**src/rtl/up_sampler_timing_ctrl_pkg.sv**
```systemverilog
// Shared types and constants for the up-sampler timing controller.
package up_sampler_pkg;

  // Controller states: idle, running, or draining to the next symbol boundary.
  typedef enum logic [1:0] {
    IDLE  = 2'd0,
    RUN   = 2'd1,
    DRAIN = 2'd2
  } state_t;

  localparam int DEF_CLKS_PER_SAM = 4;
  localparam int DEF_UP1          = 2;
  localparam int DEF_UP2          = 2;

  // Width needed to hold 0..n-1, never less than one bit.
  function automatic int clog2_min1(input int n);
    int w;
    if (n <= 1) begin
      w = 1;
    end else begin
      w = $clog2(n);
    end
    return w;
  endfunction

endpackage

```
**src/rtl/up_sampler_timing_ctrl_counter.sv**
```systemverilog
// Modulo-N counter with synchronous clear; wrap flags the advance out of N-1.
module mod_n_counter
  import up_sampler_pkg::*;
#(
  parameter  int N = 4,
  localparam int W = clog2_min1(N)
) (
  input  logic         clk,
  input  logic         reset,
  input  logic         clr,
  input  logic         adv,
  output logic [W-1:0] count,
  output logic         wrap
);

  logic [W-1:0] r_count;
  logic         w_last;

  assign w_last = (r_count == W'(N - 1));
  assign wrap   = adv && w_last;
  assign count  = r_count;

  // Count register: clear has priority, otherwise advance and wrap at N-1.
  always_ff @(posedge clk or negedge reset) begin
    if (!reset) begin
      r_count <= {W{1'b0}};
    end else if (clr) begin
      r_count <= {W{1'b0}};
    end else if (wrap) begin
      r_count <= {W{1'b0}};
    end else if (adv) begin
      r_count <= r_count + W'(1);
    end else begin
      r_count <= r_count;
    end
  end

endmodule

```
**src/rtl/up_sampler_timing_ctrl.sv**
```systemverilog
// Strobe generator for the two-stage up-sampler chain with start/drain/resync.
module up_sampler_timing_ctrl
  import up_sampler_pkg::*;
#(
  parameter  int CLKS_PER_SAM = DEF_CLKS_PER_SAM,
  parameter  int UP1          = DEF_UP1,
  parameter  int UP2          = DEF_UP2,
  parameter  int SYM_CNT_W    = 16,
  localparam int SPS          = UP1 * UP2,
  localparam int IDX_W        = clog2_min1(UP1 * UP2),
  localparam int DIV_W        = clog2_min1(CLKS_PER_SAM)
) (
  input  logic                 clk,
  input  logic                 reset,
  input  logic                 enable,
  input  logic                 sync_req,
  output logic                 sam_clk,
  output logic                 int_clk,
  output logic                 sym_clk,
  output logic [IDX_W-1:0]     sam_idx,
  output logic [SYM_CNT_W-1:0] sym_cnt,
  output logic                 busy,
  output logic                 done
);

  localparam int unsigned UP2_U = UP2;

  state_t                 r_state, w_next_state;
  logic                   r_sam_clk, r_int_clk, r_sym_clk, r_busy, r_done;
  logic [IDX_W-1:0]       r_sam_idx;
  logic [SYM_CNT_W-1:0]   r_sym_cnt;

  // Divider position itself is not needed; only its wrap matters.
  logic [DIV_W-1:0]       w_div_cnt_unused;
  logic                   w_div_wrap;
  logic [IDX_W-1:0]       w_smp_cnt, w_smp_next;
  logic                   w_smp_wrap;
  logic                   w_sam_tick, w_cnt_clr, w_int_hit;
  logic                   w_sam, w_int, w_sym, w_done, w_cnt_inc;
  logic [IDX_W-1:0]       w_idx;

  mod_n_counter #(.N(CLKS_PER_SAM)) u_div (
    .clk   (clk),
    .reset (reset),
    .clr   (w_cnt_clr),
    .adv   (1'b1),
    .count (w_div_cnt_unused),
    .wrap  (w_div_wrap)
  );

  mod_n_counter #(.N(SPS)) u_smp (
    .clk   (clk),
    .reset (reset),
    .clr   (w_cnt_clr),
    .adv   (w_sam_tick),
    .count (w_smp_cnt),
    .wrap  (w_smp_wrap)
  );

  // A sample tick is a divider wrap while active; its wrap of the sample
  // counter marks the edge where the next symbol boundary is due.
  assign w_sam_tick = (r_state != IDLE) && w_div_wrap;
  assign w_smp_next = w_smp_wrap ? {IDX_W{1'b0}} : (w_smp_cnt + IDX_W'(1));
  assign w_int_hit  = ((32'(w_smp_next) % UP2_U) == 32'd0);

  // Next-state and next-output decode; drain beats resync, boundary ends drain.
  always_comb begin
    w_next_state = r_state;
    w_sam        = 1'b0;
    w_int        = 1'b0;
    w_sym        = 1'b0;
    w_done       = 1'b0;
    w_cnt_inc    = 1'b0;
    w_cnt_clr    = 1'b0;
    w_idx        = r_sam_idx;
    case (r_state)
      IDLE: begin
        w_cnt_clr = 1'b1;
        w_idx     = {IDX_W{1'b0}};
        if (enable) begin
          w_next_state = RUN;
          w_sam        = 1'b1;
          w_int        = 1'b1;
          w_sym        = 1'b1;
          w_cnt_inc    = 1'b1;
        end else begin
          w_next_state = IDLE;
        end
      end
      RUN: begin
        if (!enable) begin
          if (w_smp_wrap) begin
            w_next_state = IDLE;
            w_done       = 1'b1;
            w_cnt_clr    = 1'b1;
            w_idx        = {IDX_W{1'b0}};
          end else begin
            w_next_state = DRAIN;
            if (w_sam_tick) begin
              w_sam = 1'b1;
              w_int = w_int_hit;
              w_idx = w_smp_next;
            end else begin
              w_sam = 1'b0;
            end
          end
        end else if (sync_req) begin
          w_cnt_clr = 1'b1;
          w_sam     = 1'b1;
          w_int     = 1'b1;
          w_sym     = 1'b1;
          w_cnt_inc = 1'b1;
          w_idx     = {IDX_W{1'b0}};
        end else if (w_sam_tick) begin
          w_sam     = 1'b1;
          w_int     = w_int_hit;
          w_sym     = w_smp_wrap;
          w_cnt_inc = w_smp_wrap;
          w_idx     = w_smp_next;
        end else begin
          w_sam = 1'b0;
        end
      end
      DRAIN: begin
        if (w_smp_wrap) begin
          w_next_state = IDLE;
          w_done       = 1'b1;
          w_cnt_clr    = 1'b1;
          w_idx        = {IDX_W{1'b0}};
        end else if (w_sam_tick) begin
          w_sam = 1'b1;
          w_int = w_int_hit;
          w_idx = w_smp_next;
        end else begin
          w_sam = 1'b0;
        end
      end
      default: begin
        w_next_state = IDLE;
        w_cnt_clr    = 1'b1;
        w_idx        = {IDX_W{1'b0}};
      end
    endcase
  end

  // State and registered outputs.
  always_ff @(posedge clk or negedge reset) begin
    if (!reset) begin
      r_state   <= IDLE;
      r_sam_clk <= 1'b0;
      r_int_clk <= 1'b0;
      r_sym_clk <= 1'b0;
      r_sam_idx <= {IDX_W{1'b0}};
      r_sym_cnt <= {SYM_CNT_W{1'b0}};
      r_busy    <= 1'b0;
      r_done    <= 1'b0;
    end else begin
      r_state   <= w_next_state;
      r_sam_clk <= w_sam;
      r_int_clk <= w_int;
      r_sym_clk <= w_sym;
      r_sam_idx <= w_idx;
      r_sym_cnt <= w_cnt_inc ? (r_sym_cnt + SYM_CNT_W'(1)) : r_sym_cnt;
      r_busy    <= (w_next_state != IDLE);
      r_done    <= w_done;
    end
  end

  assign sam_clk = r_sam_clk;
  assign int_clk = r_int_clk;
  assign sym_clk = r_sym_clk;
  assign sam_idx = r_sam_idx;
  assign sym_cnt = r_sym_cnt;
  assign busy    = r_busy;
  assign done    = r_done;

endmodule

```
**config.mk**
```make
export PLATFORM = sky130hd
export DESIGN_NAME = up_sampler_timing_ctrl
export DESIGN_NICKNAME = d
export VERILOG_FILES = /design/src/rtl/up_sampler_timing_ctrl_pkg.sv /design/src/rtl/up_sampler_timing_ctrl_counter.sv /design/src/rtl/up_sampler_timing_ctrl.sv
export SDC_FILE = /design/constraint.sdc
export NUM_CORES = 1
export LEC_CHECK = 0
export CELL_PAD_IN_SITES_DETAIL_PLACEMENT = 0
export CELL_PAD_IN_SITES_GLOBAL_PLACEMENT = 1
export CORE_UTILIZATION = 35
export CTS_CLUSTER_DIAMETER = 100
export DETAILED_ROUTE_END_ITERATION = 8
export PLACE_DENSITY = 0.69
export SYNTH_ARGS = -nofsm -noshare
export SYNTH_HDL_FRONTEND = slang
export SYNTH_SLANG_ARGS = --single-unit
```
**constraint.sdc**
```tcl
create_clock -name clk -period 1.5 [get_ports clk]
set_input_delay 0.225 -clock clk [delete_from_list [all_inputs] [get_ports clk]]
set_output_delay 0.225 -clock clk [all_outputs]
set_load 0.01 [all_outputs]
```
==> results.cfg, run 1 <==
[floorplan]
io_pins = 27
die-area_um2 = 4243
num_rows = 22
die_y_um = 65.14
start_util_pct = 37.27
core_um2 = 3744
die_width_um = 65.14

[run_status]
outcome = finished, final reports clean

[layout]
drive_gt1_share_pct = 26.09
fillers = 348
area_growth_pct = 46.73
nNetsFinal = 195
post-route-util_pct = 54.68
regArea_um2 = 725.7
multi_input_area_um2 = 711.9
diodes = 0

[routing]
drt_iter0_markers = 37
wl_um = 3057
wire_per_inst_um = 13.18
drc = 0
vias = 1131
dr.pass1.iters = 4
ant_nets = 0
via_per_inst = 4.875

[worst_setup_path]
worstPathCellList = inv_2, ha_2, o21ai_2, nor3_4, nand4_1, xnor2_1
rr_startpoint = r_state[1]
crit_path_start_kind = register
r2r.worst_path.cells = 6
critPathKind = reg -> reg
rrSetupSlack_ps = 30
reg2reg_to = sym_cnt[12]
cp_top_family = simple AND/OR/NAND/NOR gates
cp.arrival_ps = 1630
crit_path_end_kind = register
path_max_fanout = 6
cp.depth = 6
slowest_stage = dfrtp_1
required_ps = 1650
path_buf_inv = 1
slowest_delay_ps = 390

[synth]
synthFlopType = dfrtp_1
synth_fp_nets = 142
syn_inst = 131
ys.warnings.count = 0
synth_cell_types = 31
synth_area_um2 = 1395
synth_edf_count = 0
ys_seq_elements = 29
avgSynthCellArea_um2 = 10.65
synth_async_sr_flop_share_pct = 100.0
seq_area_frac_synth_pct = 52.02

[global_routing]
grt_overflow = 0
grt_pass1_vias = 1069
grt_pass1_wl_um = 5009
antenna_found_initial = 0
grt_start_max_net_pins = 30
grt_use_total_pct = 15.80

[clock_network]
clock-sinks = 29
numCtsBuffers = 5
root_buffer = clkbuf_8
cts_tree = done
cts_hold_buf = 0
cts.path.max_buffers = 2
path_clk_slew_ps = 60
clk_latency_ps = 270
cts_max_level = 2

[power_and_ir_drop]
peakVddDrop_mv = 0.6848
power.switching_uw = 1101
power.internal_uw = 2131
p_seq_share_pct = 34.1
combPwrFrac_pct = 46.4
pwr-share-clk_pct = 19.5
power_density_nw_per_um2 = 1579
power_leakage_uw = 0.0009545
swShare_pct = 34.07
fin_total_pwr_uw = 3232

[timing]
maxSlewHeadroom_pct = 75.45
finalClockSkew_ps = 3.054
finalHoldViolCount = 0
max_freq_ghz = 0.6790
setup_ws_ps = 27.25
fin_crit_ps = 1473
rsz0062_at_grt = true
fin_crit_sh_pct = 98.18
setup-tns-final_ps = 0
maxSlewViolCount = 0
setup_viol = 0
tightest_slew_ps = 368.2

[placement]
hpwlAfterDp_um = 2054
post-place-ws_ps = -136.5
gp_congestion = 0.7700
numPortBuffers = 26

[flow_run]
cap_viol_max_count = 0

[hold_path]
min_path_type = in -> async
[Yosys cell counts, types with 2 or more instances]
| cell type | count | share of area (%) |
|---|---|---|
| nand4_1 | 9 | 4.0 |
| ha_1 | 7 | 6.3 |
| xnor2_1 | 14 | 8.8 |
| inv_1 | 6 | 1.6 |
| nand2_1 | 10 | 2.7 |
| a22oi_1 | 2 | 1.1 |
| o21ai_0 | 5 | 1.8 |
| nand3_1 | 2 | 0.72 |
| a21oi_1 | 9 | 3.2 |
| nor2_1 | 11 | 3.0 |
| nor3_1 | 4 | 1.4 |
| dfrtp_1 | 29 | 52 |
| and3_1 | 4 | 1.8 |
| mux2i_1 | 2 | 1.4 |
[per-layer routing]
metal,global-route usage (%),vias up,share of wire (%)
met3,5.035,4,4.3
met4,6.522,0,1.0
li1,-,556,-
met5,0,-,0
met2,22.79,27,47
met1,21.84,544,48
[layout make-up]
class,count,area share (%)
sequential,29,35.45
timing repair buffer,49,21.52
inverter,6,1.100
multi-input combinational,93,34.78
clock buffer,7,4.218
tap,48,2.934
[cells in the final DEF (no fill, tap or decap), drive strengths merged]
cell           count
a211oi             1
a21o               1
a21oi              9
a22o               1
a22oi              2
a31oi              1
and3               4
buf               23
clkbuf             7
clkdlybuf4s50     23
dfrtp             29
dlygate4sd2        1
dlymetal6s2s       2
ha                 7
inv                6
mux2               1
mux2i              2
nand2             10
nand2b             1
nand3              2
nand3b             1
nand4              9
nor2              12
nor2b              1
nor3               5
nor3b              1
o21a               1
o21ai              6
xnor2             14
xor2               1
[how the worst max path moves through the flow]
stage                     slack [ps]           to       start
after floorplan                    5  sym_cnt[12]  r_state[1]
after global placement          -100  sym_cnt[12]      enable
after detailed placement        -140   sym_cnt[9]    sync_req
after CTS                        -10      int_clk  r_state[0]
after global routing             -50      int_clk  r_state[0]
final                             30  sym_cnt[12]  r_state[1]
[cell families after synthesis]
logic type,share of synthesized area (%)
AND/OR/NAND/NOR,17.49
XOR/XNOR,9.417
buffers and inverters,3.049
adder cells (fa/ha/maj),6.278
AO/OA/AOI/OAI,9.506
multiplexers,2.242
flip-flops,52.02
[power by group through the flow]
stage	Sequential, uW	Combinational [uW]	Clock [uW]
2_1_floorplan	1170	632	0
3_3_place_gp	1110	1250	0
3_5_place_dp	1130	1260	0
4_1_cts	1090	1420	652
5_1_grt	1120	1620	697
6_report	1100	1500	630
[sequential cells by signal, indices dropped and copies added, names as in the netlist]
| register | cells |
|---|---|
| sam_idx | 2 |
| r_state | 2 |
| busy | 1 |
| sym_clk | 1 |
| sym_cnt | 16 |
| sam_clk | 1 |
| u_smp.count | 2 |
| done | 1 |
| int_clk | 1 |
| u_div.count | 2 |
[worst reg2reg max path, cell delays in order (launching register included)]
cell	delay (ps)
dfrtp_1	390
inv_2	90
ha_2	200
o21ai_2	100
nor3_4	260
nand4_1	160
xnor2_1	160
[through the flow]
| stage | cells | cell area (um2) | hold slack (ps) |
|---|---|---|---|
| after global placement | 218 | 1829 | 426.4 |
| after global routing | 232 | 2047 | 371.5 |
| after CTS | 229 | 1974 | 353.1 |
| after detailed placement | 218 | 1829 | 435.8 |
| final | 232 | 2047 | 338.1 |
| after floorplan | 131 | 1409 | -70.59 |
[repair_timing]
| item | 4_1_cts | 5_1_grt |
|---|---|---|
| pin swaps | 3 | 12 |
| gates resized for setup | 7 | 15 |
| endpoints found under the setup margin | 20 | 26 |
| buffers inserted | 4 | 3 |
Note: power is estimated with default switching activity, not from simulation.
==> run 2, diff against run 1 <==
DONT_BUFFER_PORTS = 1   (was not set)
PLACE_DENSITY = 0.58   (was 0.69)
RECOVER_POWER = 50   (was not set)
==> results.cfg, run 2 (synthesis results as in run 1) <==
[timing]
rsz0062_at_grt = true
finalHoldViolCount = 0
tightest_slew_ps = 709.1
fin_crit_ps = 1522
setup_ws_ps = -21.54
fin_crit_sh_pct = 101.4
setup-tns-final_ps = -21.54
setup_viol = 1
maxSlewHeadroom_pct = 52.73
maxSlewViolCount = 0
max_freq_ghz = 0.6572
finalClockSkew_ps = 9.688

[floorplan]
num_rows = 22
io_pins = 27
die_y_um = 65.14
core_um2 = 3744
die_width_um = 65.14
start_util_pct = 37.27
die-area_um2 = 4243

[worst_setup_path]
worstPathCellList = buf_4, ha_2, o21ai_4, nor2_2, buf_4, mux2_2
cp_top_family = flip-flops
rrSetupSlack_ps = -20
slowest_delay_ps = 400
path_max_fanout = 3
required_ps = 1660
crit_path_start_kind = register
slowest_stage = dfrtp_1
crit_top_cell = buf_4
cp.arrival_ps = 1680
crit_path_end_kind = register
path_buf_inv = 2
critPathKind = reg -> reg

[routing]
vias = 1056
ant_nets = 0
dr.pass1.iters = 4
wl_um = 3048
drt_iter0_markers = 40
via_per_inst = 5.005
drc = 0
wire_per_inst_um = 14.45

[layout]
drive_gt1_share_pct = 33.74
multi_input_area_um2 = 732.0
fin_cells = 211
post-route-util_pct = 49.97
final_common_cell = dfrtp_1
regArea_um2 = 725.7
fillers = 394
largest_reg_flops = 16
nNetsFinal = 173
area_growth_pct = 34.08
mostFrequentLayoutCells = dfrtp_1, buf_4, xnor2_1, nor2_1, nand2_1
diodes = 0

[clock_network]
clk_latency_ps = 280
path_clk_slew_ps = 70
cts_tree = done
clock-sinks = 29
root_buffer = clkbuf_8
cts.path.max_buffers = 2
cts_max_level = 2
numCtsBuffers = 5

[global_routing]
grt_pass1_vias = 1118
grt_pass1_wl_um = 5133
grt_overflow = 0
met3_usage_pct = 6.771
grt_start_max_net_pins = 30
grt_use_total_pct = 16.42
grt_use_met2_pct = 27.08
grt_use_met1_pct = 19.16
antenna_found_initial = 0
busiest_layer = met2

[run_status]
violations = negative setup slack
outcome = finished with violations

[power_and_ir_drop]
fin_total_pwr_uw = 3346
pwr-share-clk_pct = 25.2
swShare_pct = 34.05
peakVddDrop_mv = 1.070
power.switching_uw = 1140
p_seq_share_pct = 33.7
combPwrFrac_pct = 41.1
power.internal_uw = 2207
power_leakage_uw = 0.0008682
power_density_nw_per_um2 = 1789

[placement]
placed_cells = 198
hpwlAfterDp_um = 2195
numPortBuffers = 0
gp_congestion = 0.7752
post-place-ws_ps = -93.07

[flow_run]
cap_viol_max_count = 0

[hold_path]
min_path_type = in -> reg
[run 2: routing by layer]
metal | share of wire, % | vias up
met1 | 45 | 517
met5 | 0 | -
met4 | 0.46 | 0
met3 | 5.7 | 2
li1 | - | 511
met2 | 49 | 26
[run 2: final cells by class]
| type | instances | share of cell area (%) |
|---|---|---|
| clock buffer | 7 | 4.615 |
| clock inverter | 1 | 1.605 |
| inverter | 6 | 1.204 |
| multi-input combinational | 93 | 39.13 |
| sequential | 29 | 38.80 |
| tap | 48 | 3.211 |
| timing repair buffer | 27 | 11.44 |
[run 2: repair_timing]
action / CTS / global route
gates cloned: 0 / 0
endpoints found under the hold margin: 29 / 0
endpoints found under the setup margin: 18 / 23
hold buffers: 2 / 0
pin swaps: 3 / 5
gates resized for setup: 10 / 16
buffers inserted: 0 / 3
[run 2: worst paths after layout]
kind | start | end | cells after the start
worst max-delay path | r_state[0] | sym_cnt[1] | 6
worst min-delay path | enable | int_clk | 2
worst max register to register | r_state[0] | sym_cnt[1] | 6
worst min register to register | u_div.count[0] | u_div.count[0] | 1
max in group asynchronous | reset | sym_cnt[1] | 2
min in group asynchronous | reset | sym_cnt[15] | 2
[run 2: worst register-to-register path: cells and delay by family, from the launching register on]
family          cells  cell delay [ps]
flops               1              400
fa+ha+maj           1              200
mux                 1              260
compound gates      1              190
buf+inv             2              290
simple gates        1               70
[run 2: power groups by stage]
stage	Combinational, uW	Clock (uW)	Sequential, uW
2_1_floorplan	632	0	1170
3_3_place_gp	1070	0	1130
3_5_place_dp	1110	0	1140
4_1_cts	1220	865	1130
5_1_grt	1520	907	1150
6_report	1370	844	1130
[run 2: per-stage QoR]
step	hold slack, ps	area, um2
floorplan	-70.59	1409
global placement	-69.95	1614
detailed placement	-70.00	1614
CTS	157.2	1804
global route	178.3	1871
finish	162.3	1871
